**src/rtl/mux_n_to_1_reg.sv**
```systemverilog
// mux_n_to_1_reg: N:1 multiplexer with one registered output stage and a
// valid/ready handshake on both sides.
// Optional feature macro: MUXN_RR_EN
//   undefined -> the channel is chosen by sel (out-of-range sel grants nothing)
//   defined   -> round-robin among valid channels starting at rr_ptr; sel ignored
module mux_n_to_1_reg #(
  parameter int N = 4,
  parameter int WIDTH = 8,
  localparam int SEL_W = $clog2(N)
) (
  input  logic               clk,
  input  logic               rst,
  input  logic [N*WIDTH-1:0] in_data,
  input  logic [N-1:0]       in_valid,
  output logic [N-1:0]       in_ready,
  input  logic [SEL_W-1:0]   sel,
  output logic [WIDTH-1:0]   out_data,
  output logic [SEL_W-1:0]   out_chan,
  output logic               out_valid,
  input  logic               out_ready
);

  logic             take;
  logic             grant_ok;
  logic             gvalid;
  logic [SEL_W-1:0] grant;
  logic [WIDTH-1:0] grant_data;

  // The stage can load whenever it is empty or its beat leaves this cycle,
  // which gives back-to-back beats without a bubble.
  assign take = !out_valid || out_ready;

`ifdef MUXN_RR_EN
  logic [SEL_W-1:0] rr_ptr;
  logic [N-1:0]     rot_valid;
  int               scan_idx;

  // Rotate the valid vector so bit 0 is rr_ptr, then take the first set bit.
  always_comb begin
    grant     = '0;
    grant_ok  = 1'b0;
    scan_idx  = 0;
    rot_valid = N'({in_valid, in_valid} >> rr_ptr);
    for (int k = 0; k < N; k++) begin
      if (!grant_ok && rot_valid[k]) begin
        grant_ok = 1'b1;
        scan_idx = int'(rr_ptr) + k;
        if (scan_idx >= N) scan_idx = scan_idx - N;
        grant = SEL_W'(scan_idx);
      end
    end
  end

  // The pointer moves past the winner only when its beat is actually taken.
  always_ff @(posedge clk) begin
    if (rst) begin
      rr_ptr <= '0;
    end else if (take && gvalid) begin
      rr_ptr <= (grant == SEL_W'(N - 1)) ? '0 : grant + 1'b1;
    end
  end
`else
  // Fixed select; an index past the last channel (non-power-of-2 N) grants nothing.
  assign grant    = sel;
  assign grant_ok = (int'(sel) < N);
`endif

  // Fetch data and valid of the granted channel.
  always_comb begin
    grant_data = '0;
    gvalid     = 1'b0;
    for (int i = 0; i < N; i++) begin
      if (grant_ok && (grant == SEL_W'(i))) begin
        grant_data = in_data[i*WIDTH +: WIDTH];
        gvalid     = in_valid[i];
      end
    end
  end

  // Ready goes only to the granted channel, and never while in reset.
  always_comb begin
    in_ready = '0;
    for (int i = 0; i < N; i++) begin
      in_ready[i] = take && grant_ok && !rst && (grant == SEL_W'(i));
    end
  end

  // Output register: load on transfer, empty on take without data, hold on stall.
  always_ff @(posedge clk) begin
    if (rst) begin
      out_valid <= 1'b0;
      out_data  <= '0;
      out_chan  <= '0;
    end else if (take) begin
      if (gvalid) begin
        out_valid <= 1'b1;
        out_data  <= grant_data;
        out_chan  <= grant;
      end else begin
        out_valid <= 1'b0;
      end
    end
  end

endmodule
```
**config.mk**
```make
export PLATFORM = sky130hd
export DESIGN_NAME = mux_n_to_1_reg
export DESIGN_NICKNAME = d
export VERILOG_FILES = /design/src/rtl/mux_n_to_1_reg.sv
export SDC_FILE = /design/constraint.sdc
export NUM_CORES = 1
export LEC_CHECK = 0
export ABC_CLOCK_PERIOD_IN_PS = 1300
export BUFFER_PORTS_ARGS = -buffer_cell sky130_fd_sc_hd__clkbuf_2
export CAP_MARGIN = 20
export CORE_MARGIN = 2
export CORE_UTILIZATION = 34
export DETAILED_ROUTE_END_ITERATION = 12
export GPL_TIMING_DRIVEN = 0
export PLACE_DENSITY = 0.81
export RECOVER_POWER = 25
export SLEW_MARGIN = 20
export SYNTH_ARGS = -nofsm -noshare
export SYNTH_HDL_FRONTEND = slang
export SYNTH_SLANG_ARGS = --single-unit
```
**constraint.sdc**
```tcl
create_clock -name clk -period 1.3 [get_ports clk]
set_input_delay 0 -clock clk [delete_from_list [all_inputs] [get_ports clk]]
set_output_delay 0 -clock clk [all_outputs]
set_load 0.02 [all_outputs]
```
==> results of run 1 <==
==> stage by stage <==
stage / cell area (µm²) / setup slack (ns) / hold WS [ns]
6_report: 1100 / 0.0102 / 0.106
5_1_grt: 1100 / -0.0275 / 0.153
4_1_cts: 1080 / -0.00127 / 0.0938
3_5_place_dp: 1010 / -0.0543 / 0.251
3_3_place_gp: 1010 / -0.0149 / 0.231
2_1_floorplan: 716 / 0.000257 / 0.0691
==> cell families (layout without fill, tap and decap cells) <==
kind of cell	Yosys count	count (layout)	share of synthesized area (%)
flip-flops	11	11	31.0
multiplexers	10	10	28.9
AO/OA/AOI/OAI	21	21	15.3
AND/OR/NAND/NOR	22	22	17.1
buffers and inverters	8	67	7.58
==> repair_timing <==
item                       4_1_cts  5_1_grt
pin swaps                        1        5
setup endpoints to repair       10       12
resized for setup                6        7
hold buffers                     1        0
cloned                           1        0
hold endpoints to repair         1        0
==> registers in the layout (all words and copies together), names as in the netlist <==
register	flops
out_chan	2
out_valid	1
out_data	8
==> worst max-delay path, stage by stage (launching register included) <==
cell and delay (ns):
sky130_fd_sc_hd__dfxtp_2 0.33, sky130_fd_sc_hd__nor2b_4 0.15, sky130_fd_sc_hd__or3_4 0.38, sky130_fd_sc_hd__buf_6 0.14, sky130_fd_sc_hd__nand3_1 0.09, sky130_fd_sc_hd__a21oi_2 0.07
==> cell usage after synthesis <==
cell type / count
sky130_fd_sc_hd__dfxtp_1: 11
sky130_fd_sc_hd__a21oi_1: 10
sky130_fd_sc_hd__nand3_1: 10
sky130_fd_sc_hd__o21ai_1: 10
sky130_fd_sc_hd__mux4_2: 8
sky130_fd_sc_hd__and3_1: 3
sky130_fd_sc_hd__buf_4: 2
sky130_fd_sc_hd__buf_6: 2
sky130_fd_sc_hd__clkbuf_1: 2
sky130_fd_sc_hd__nor2_1: 2
sky130_fd_sc_hd__nor4_1: 2
sky130_fd_sc_hd__a21oi_2: 1
sky130_fd_sc_hd__buf_2: 1
sky130_fd_sc_hd__inv_2: 1
sky130_fd_sc_hd__mux2_4: 1
sky130_fd_sc_hd__mux2i_1: 1
sky130_fd_sc_hd__nand2_1: 1
sky130_fd_sc_hd__nand2b_1: 1
sky130_fd_sc_hd__nor2b_1: 1
sky130_fd_sc_hd__nor3_2: 1
sky130_fd_sc_hd__or3_1: 1
==> final cells by class <==
cell class / count / share of cell area (%)
plain buffers: 7 / 5.10
clock buffers: 4 / 2.38
inverters: 1 / 0.340
multi-input cells: 53 / 43.5
flip-flops and latches: 11 / 20.0
well taps: 27 / 3.06
repair buffers: 55 / 25.6
==> layer usage <==
metal | vias to the layer above | global-route usage, % | share of wire, %
met3 | 7 | 4.85 | 7.8
met1 | 375 | 20.3 | 41
met2 | 36 | 32.7 | 49
li1 | 397 | - | -
met5 | - | 0 | 0
met4 | 0 | 4.17 | 2.1
==> placed cells by master (no fill, tap or decap) <==
cell / Yosys / layout
sky130_fd_sc_hd__clkbuf_2: 0 / 49
sky130_fd_sc_hd__o21ai_1: 10 / 10
sky130_fd_sc_hd__dfxtp_1: 11 / 10
sky130_fd_sc_hd__mux4_2: 8 / 8
sky130_fd_sc_hd__nand3_1: 10 / 7
sky130_fd_sc_hd__a21oi_1: 10 / 7
sky130_fd_sc_hd__clkbuf_1: 2 / 6
sky130_fd_sc_hd__buf_6: 2 / 4
sky130_fd_sc_hd__a21oi_2: 1 / 4
sky130_fd_sc_hd__and3_1: 3 / 3
sky130_fd_sc_hd__nand3_2: 0 / 3
sky130_fd_sc_hd__clkbuf_4: 0 / 3
sky130_fd_sc_hd__buf_4: 2 / 2
sky130_fd_sc_hd__nor4_1: 2 / 2
sky130_fd_sc_hd__nor2_1: 2 / 2
sky130_fd_sc_hd__nor2b_4: 0 / 1
sky130_fd_sc_hd__inv_2: 1 / 1
sky130_fd_sc_hd__nand2b_1: 1 / 1
sky130_fd_sc_hd__mux2_4: 1 / 1
sky130_fd_sc_hd__mux2i_1: 1 / 1
sky130_fd_sc_hd__or3_4: 0 / 1
sky130_fd_sc_hd__nor3_4: 0 / 1
sky130_fd_sc_hd__nand2_1: 1 / 1
sky130_fd_sc_hd__dlygate4sd3_1: 0 / 1
sky130_fd_sc_hd__dfxtp_2: 0 / 1
sky130_fd_sc_hd__buf_2: 1 / 1
==> power groups by stage <==
| stage | Sequential, mW | Combinational [mW] | Clock (mW) |
|---|---|---|---|
| 6_report | 0.385 | 0.334 | 0.241 |
| 5_1_grt | 0.387 | 0.359 | 0.262 |
| 4_1_cts | 0.382 | 0.327 | 0.235 |
| 3_5_place_dp | 0.390 | 0.309 | 0 |
| 3_3_place_gp | 0.388 | 0.302 | 0 |
| 2_1_floorplan | 0.423 | 0.161 | 0 |
==> how the worst max path moves through the flow <==
stage                          from     endpoint  slack (ns)  depth (start not counted)
after floorplan           out_valid  out_chan[0]      0.0003                          5
after global placement    out_valid  out_data[2]       -0.01                          4
after detailed placement  out_valid  out_data[4]       -0.05                          4
after CTS                 out_valid  out_data[4]      -0.001                          5
after global routing      out_valid  out_data[0]       -0.03                          5
final                     out_valid  out_data[4]        0.01                          5
==> qor.csv, run 1 <==
stage;metric;value;unit
setup_path;reg2reg_from;out_valid;
setup_path;timing.critical_path.to_type;flop;
clock_network;clkLatencyLatePin;0.28;ns
cells_and_area;multi_input_comb_area;480;µm²
cells_and_area;final_net_count;173;
clock_network;root_buffer;sky130_fd_sc_hd__clkbuf_4;
synthesis;ys_seq_area_share;31.0;%
setup_path;crit_fanout;5;
synthesis;synthTopCellsByArea;sky130_fd_sc_hd__dfxtp_1, sky130_fd_sc_hd__mux4_2, sky130_fd_sc_hd__a21oi_1, sky130_fd_sc_hd__nand3_1, sky130_fd_sc_hd__o21ai_1;
timing;clock_skew;0.00368;ns
detailed_routing;first_pass_iters;4;
pwr;total_leakage_power;0.505;nW
die;floorplan.die.height;49.7;µm
timing;post-route-min-period;1.29;ns
setup_path;r2r_cells;5;
synthesis;post_synth.cell_area_avg;9.85;µm²
timing;worst-slew-pin-transition;0.501;ns
pwr;pwr-share-clk;25.1;%
setup_path;rrSetupSlack;0.01;ns
synthesis;synth.distinct_cells;21;
setup_path;worstSetupPathType;flop to flop;
timing;timing.max_slew.rel_slack;66.6;%
synthesis;syn_inst;72;
hold_path;min-delay-start;out_ready;
die;fp.dieW;49.7;µm
timing;setup-violations-final;0;
cells_and_area;fill_cells;200;
setup_path;startpoint_type;flop;
global_routing;grt_max_degree;11;
clock_network;cts_max_path_buffers;2;
global_routing;initial_antenna_violation_count;0;
pwr;design_power_total;960;µW
synthesis;netlist.area_leader.share;31.0;%
detailed_routing;avgRoutedWirePerCell;13.6;µm
placed_design;count_of_input_and_output_buffers;53;
global_routing;first_pass_grt_wire_length;3420;µm
detailed_routing;route.detailed.drc;0;
clock_network;tritoncts;yes;
synthesis;ffs_latches_synth;11;
clock_network;tritoncts_num_sinks;11;
pwr;cellInternalPower;651;µW
pwr;power_switching_share;32.2;%
pwr;powerDensity;869;nW/µm²
timing;max_freq;775;MHz
hold_path;hold-path-endpoint;out_valid;
synthesis;mappedNetlistNets;113;
run;cap_viol_max_count;0;
synthesis;cell_taking_the_most_area_after_synthesis;sky130_fd_sc_hd__dfxtp_1;
cells_and_area;ratio_of_cells_with_drive_above_1_in_the_final_layout;61.1;%
setup_path;cp_data_arrival_time;1.44;ns
timing;min_period_over_period;99.2;%
cells_and_area;final_core_util;56.3;%
pwr;max-vdd-ir-drop;346;µV
synthesis;syn-cell-area;709;µm²
placed_design;placer_s_final_routability_congestion_estimate;0.712;
synthesis;yosysWarningCount;0;
timing;grt_setup_unrepaired;yes;
timing;hold_viol;0;
hold_path;hold_crit_depth;3;
detailed_routing;drt_wl_total;2140;µm
setup_path;worstPathRequired;1.45;ns
pwr;p_sw;309;µW
die;i_o_pin_total;56;
global_routing;number_of_global_route_vias_before_repair;814;
clock_network;cts.htree.levels;1;
cells_and_area;final_cell_count_no_fill;158;
global_routing;groute.usage.overall;17.8;%
detailed_routing;dr_total_vias;815;
setup_path;worstReg2RegEnd;out_data[4];
detailed_routing;antenna_violating_nets_post_route;0;
global_routing;grt_overflow_total;0;
clock_network;number_of_post_cts_setup_repair_buffers;0;
die;core;1960;µm²
pwr;seqPwrFrac;40.1;%
placed_design;hpwlAfterDp;1600;µm
die;die_area;2470;µm²
cells_and_area;final-seq-area;221;µm²
hold_path;hp-class;input port to flop;
cells_and_area;insertedDiodeCount;0;
clock_network;cts_made_buffers;3;
detailed_routing;drtIter0Drc;7;
die;floorplan.initialDensity;36.2;%
pwr;comb_power_share;34.8;%
placed_design;dpl.cell_count;152;
detailed_routing;detail_route.vias_per_cell;5.16;
timing;maxSlewViolCount;0;
timing;setup_total_negative_slack;0;ns
clock_network;cts.reportedPaths.clkPinSlew;0.07;ns
outcome;outcome;finished, final reports clean;
cells_and_area;syn_to_final_growth;55.7;%
die;rows;16;
Note: power is estimated with default switching activity, not from simulation.
==> run 2: changes to the inputs <==
==> constraint.sdc (replaced) <==
create_clock -name clk -period 1.3 [get_ports clk]
set_input_delay 0.26 -clock clk [delete_from_list [all_inputs] [get_ports clk]]
set_output_delay 0.26 -clock clk [all_outputs]
set_load 0.02 [all_outputs]
==> qor.csv, run 2 (synthesis results as in run 1) <==
stage;metric;value;unit
outcome;outcome;complete, but fails checks;
outcome;failing_checks;negative setup slack;
clock_network;cts_made_buffers;3;
hold_path;hold_crit_depth;2;
setup_path;cp.depth;4;
global_routing;number_of_global_route_vias_before_repair;765;
global_routing;grt_util_met3;4.55;%
placed_design;hpwlAfterDp;1650;µm
detailed_routing;antenna_violating_nets_post_route;0;
pwr;total_leakage_power;0.519;nW
clock_network;tritoncts_num_sinks;11;
timing;finalWorstSetupSlack;-0.0961;ns
timing;timing.max_slew.rel_slack;72.0;%
global_routing;grt_overflow_total;0;
timing;setup-violations-final;14;
global_routing;use_met1;19.7;%
cells_and_area;insertedDiodeCount;0;
clock_network;clkLatencyLatePin;0.26;ns
detailed_routing;avgRoutedWirePerCell;12.7;µm
detailed_routing;drt_wl_total;2010;µm
timing;grt_setup_unrepaired;yes;
global_routing;global_route.usage.met2;31.6;%
detailed_routing;drtIter0Drc;10;
cells_and_area;largest_register_ffs;8;
setup_path;critical-path-slowest-cell;sky130_fd_sc_hd__dfxtp_2;
cells_and_area;mostFrequentLayoutCells;sky130_fd_sc_hd__clkbuf_2, sky130_fd_sc_hd__nand3_1, sky130_fd_sc_hd__a21oi_1, sky130_fd_sc_hd__dfxtp_1, sky130_fd_sc_hd__o21ai_1;
clock_network;cts_max_path_buffers;2;
timing;hold_viol;0;
setup_path;worstSetupPathType;flop to output pin;
global_routing;groute.usage.overall;17.4;%
timing;post-route-min-period;1.40;ns
pwr;powerDensity;835;nW/µm²
detailed_routing;route.detailed.drc;0;
setup_path;worstPathCellList;nor2b_4, buf_6, nor4_4, buf_4;
setup_path;r2r_cells;6;
detailed_routing;dr_total_vias;798;
clock_network;cts.htree.levels;1;
setup_path;worst_path_dominant_cell_family;flip-flops;
pwr;max-vdd-ir-drop;453;µV
global_routing;grt_max_degree;11;
die;floorplan.initialDensity;36.2;%
setup_path;crit_fanout;4;
setup_path;path_buf_inv;2;
hold_path;hp-class;input port to flop;
timing;final.hold.worst_slack;0.286;ns
detailed_routing;detail_route.vias_per_cell;5.05;
die;fp.dieW;49.7;µm
setup_path;worstPathRequired;1.04;ns
placed_design;count_of_input_and_output_buffers;53;
timing;max_freq;716;MHz
pwr;design_power_total;949;µW
clock_network;tritoncts;yes;
cells_and_area;final_cell_count_no_fill;158;
cells_and_area;syn_to_final_growth;60.3;%
global_routing;first_pass_grt_wire_length;3290;µm
cells_and_area;final_core_util;58.0;%
clock_network;cts.reportedPaths.clkPinSlew;0.06;ns
setup_path;startpoint_type;flop;
die;i_o_pin_total;56;
die;rows;16;
setup_path;timing.critical_path.to_type;output pin;
clock_network;root_buffer;sky130_fd_sc_hd__clkbuf_4;
cells_and_area;ratio_of_cells_with_drive_above_1_in_the_final_layout;61.1;%
global_routing;initial_antenna_violation_count;0;
setup_path;cp_slowest_stage_delay;0.32;ns
global_routing;top_usage_layer;met2;
setup_path;cp_data_arrival_time;1.14;ns
timing;min_period_over_period;107;%
cells_and_area;final_common_cell;sky130_fd_sc_hd__clkbuf_2;
timing;worst-slew-pin-transition;0.420;ns
cells_and_area;largestRegisters;out_data x8, out_chan x2, out_valid x1;
timing;maxSlewViolCount;0;
run;cap_viol_max_count;0;
die;floorplan.die.height;49.7;µm
cells_and_area;fill_cells;202;
detailed_routing;first_pass_iters;2;
cells_and_area;final_net_count;173;
die;die_area;2470;µm²
placed_design;detailedPlace.worstSlack;-0.168;ns
placed_design;placer_s_final_routability_congestion_estimate;0.654;
cells_and_area;max_flop_register;out_data;
timing;clock_skew;0.00226;ns
placed_design;dpl.cell_count;152;
die;core;1960;µm²
==> run 2: changes by cell type in the layout (fill, tap and decap cells not counted), moves of 2 or more <==
cell,before,now
sky130_fd_sc_hd__a21oi_1,7,10
sky130_fd_sc_hd__a21oi_2,4,1
sky130_fd_sc_hd__buf_4,2,5
sky130_fd_sc_hd__nand3_1,7,10
sky130_fd_sc_hd__nand3_2,3,0
sky130_fd_sc_hd__clkbuf_1,6,4
sky130_fd_sc_hd__clkbuf_8,0,2
sky130_fd_sc_hd__nor4_1,2,0
sky130_fd_sc_hd__nor4_4,0,2
==> run 2: final timing paths <==
check                                 start     endpoint  slack [ns]
worst max-delay path              out_valid  in_ready[0]        -0.1
worst min-delay path                    rst  out_data[7]        0.29
worst max register to register    out_valid  out_chan[0]       -0.07
worst min register to register  out_data[5]  out_data[5]        0.46
==> run 2: through the flow <==
step	TNS [ns]	area, µm²
5_1_grt	-1.71	1140
3_3_place_gp	-1.15	1060
3_5_place_dp	-1.53	1060
4_1_cts	-1.01	1130
6_report	-0.914	1140
2_1_floorplan	-0.0881	758
==> run 2: layout make-up <==
| class | instances | area [µm²] | area share, % |
|---|---|---|---|
| Buffer | 7 | 61.3 | 5.39 |
| Tap cell | 27 | 33.8 | 2.97 |
| Clock buffer | 4 | 26.3 | 2.31 |
| Sequential cell | 11 | 221 | 19.5 |
| Inverter | 1 | 3.75 | 0.330 |
| Timing Repair Buffer | 55 | 304 | 26.7 |
| Multi-Input combinational cell | 53 | 487 | 42.8 |
==> run 2: layer usage <==
layer / wire [µm] / vias to the layer above
met5: 0 / -
met4: 16 / 0
met3: 177 / 2
met2: 1020 / 38
met1: 793 / 362
li1: - / 396
==> run 2: repair_timing <==
action                                  4_1_cts  5_1_grt
endpoints found under the setup margin       14       14
setup buffers                                 2        0
hold buffers                                  0        0
resized for setup                             9        4
pin swaps                                     3        1
==> run 2: worst reg2reg max path, cell delays in order (launching register included) <==
cell and delay (ns):
sky130_fd_sc_hd__dfxtp_2 0.32, sky130_fd_sc_hd__nor2b_4 0.13, sky130_fd_sc_hd__buf_6 0.13, sky130_fd_sc_hd__or3_1 0.36, sky130_fd_sc_hd__buf_6 0.15, sky130_fd_sc_hd__a21oi_2 0.13, sky130_fd_sc_hd__nor2_1 0.04
==> run 2: report_power, final <==
group / switching [mW] / leakage (nW) / total, mW / internal (mW)
Sequential: 0.0147 / 0.0908 / 0.381 / 0.366
Clock: 0.105 / 0.0150 / 0.224 / 0.119
Combinational: 0.171 / 0.413 / 0.345 / 0.174
Total: 0.291 / 0.519 / 0.949 / 0.659
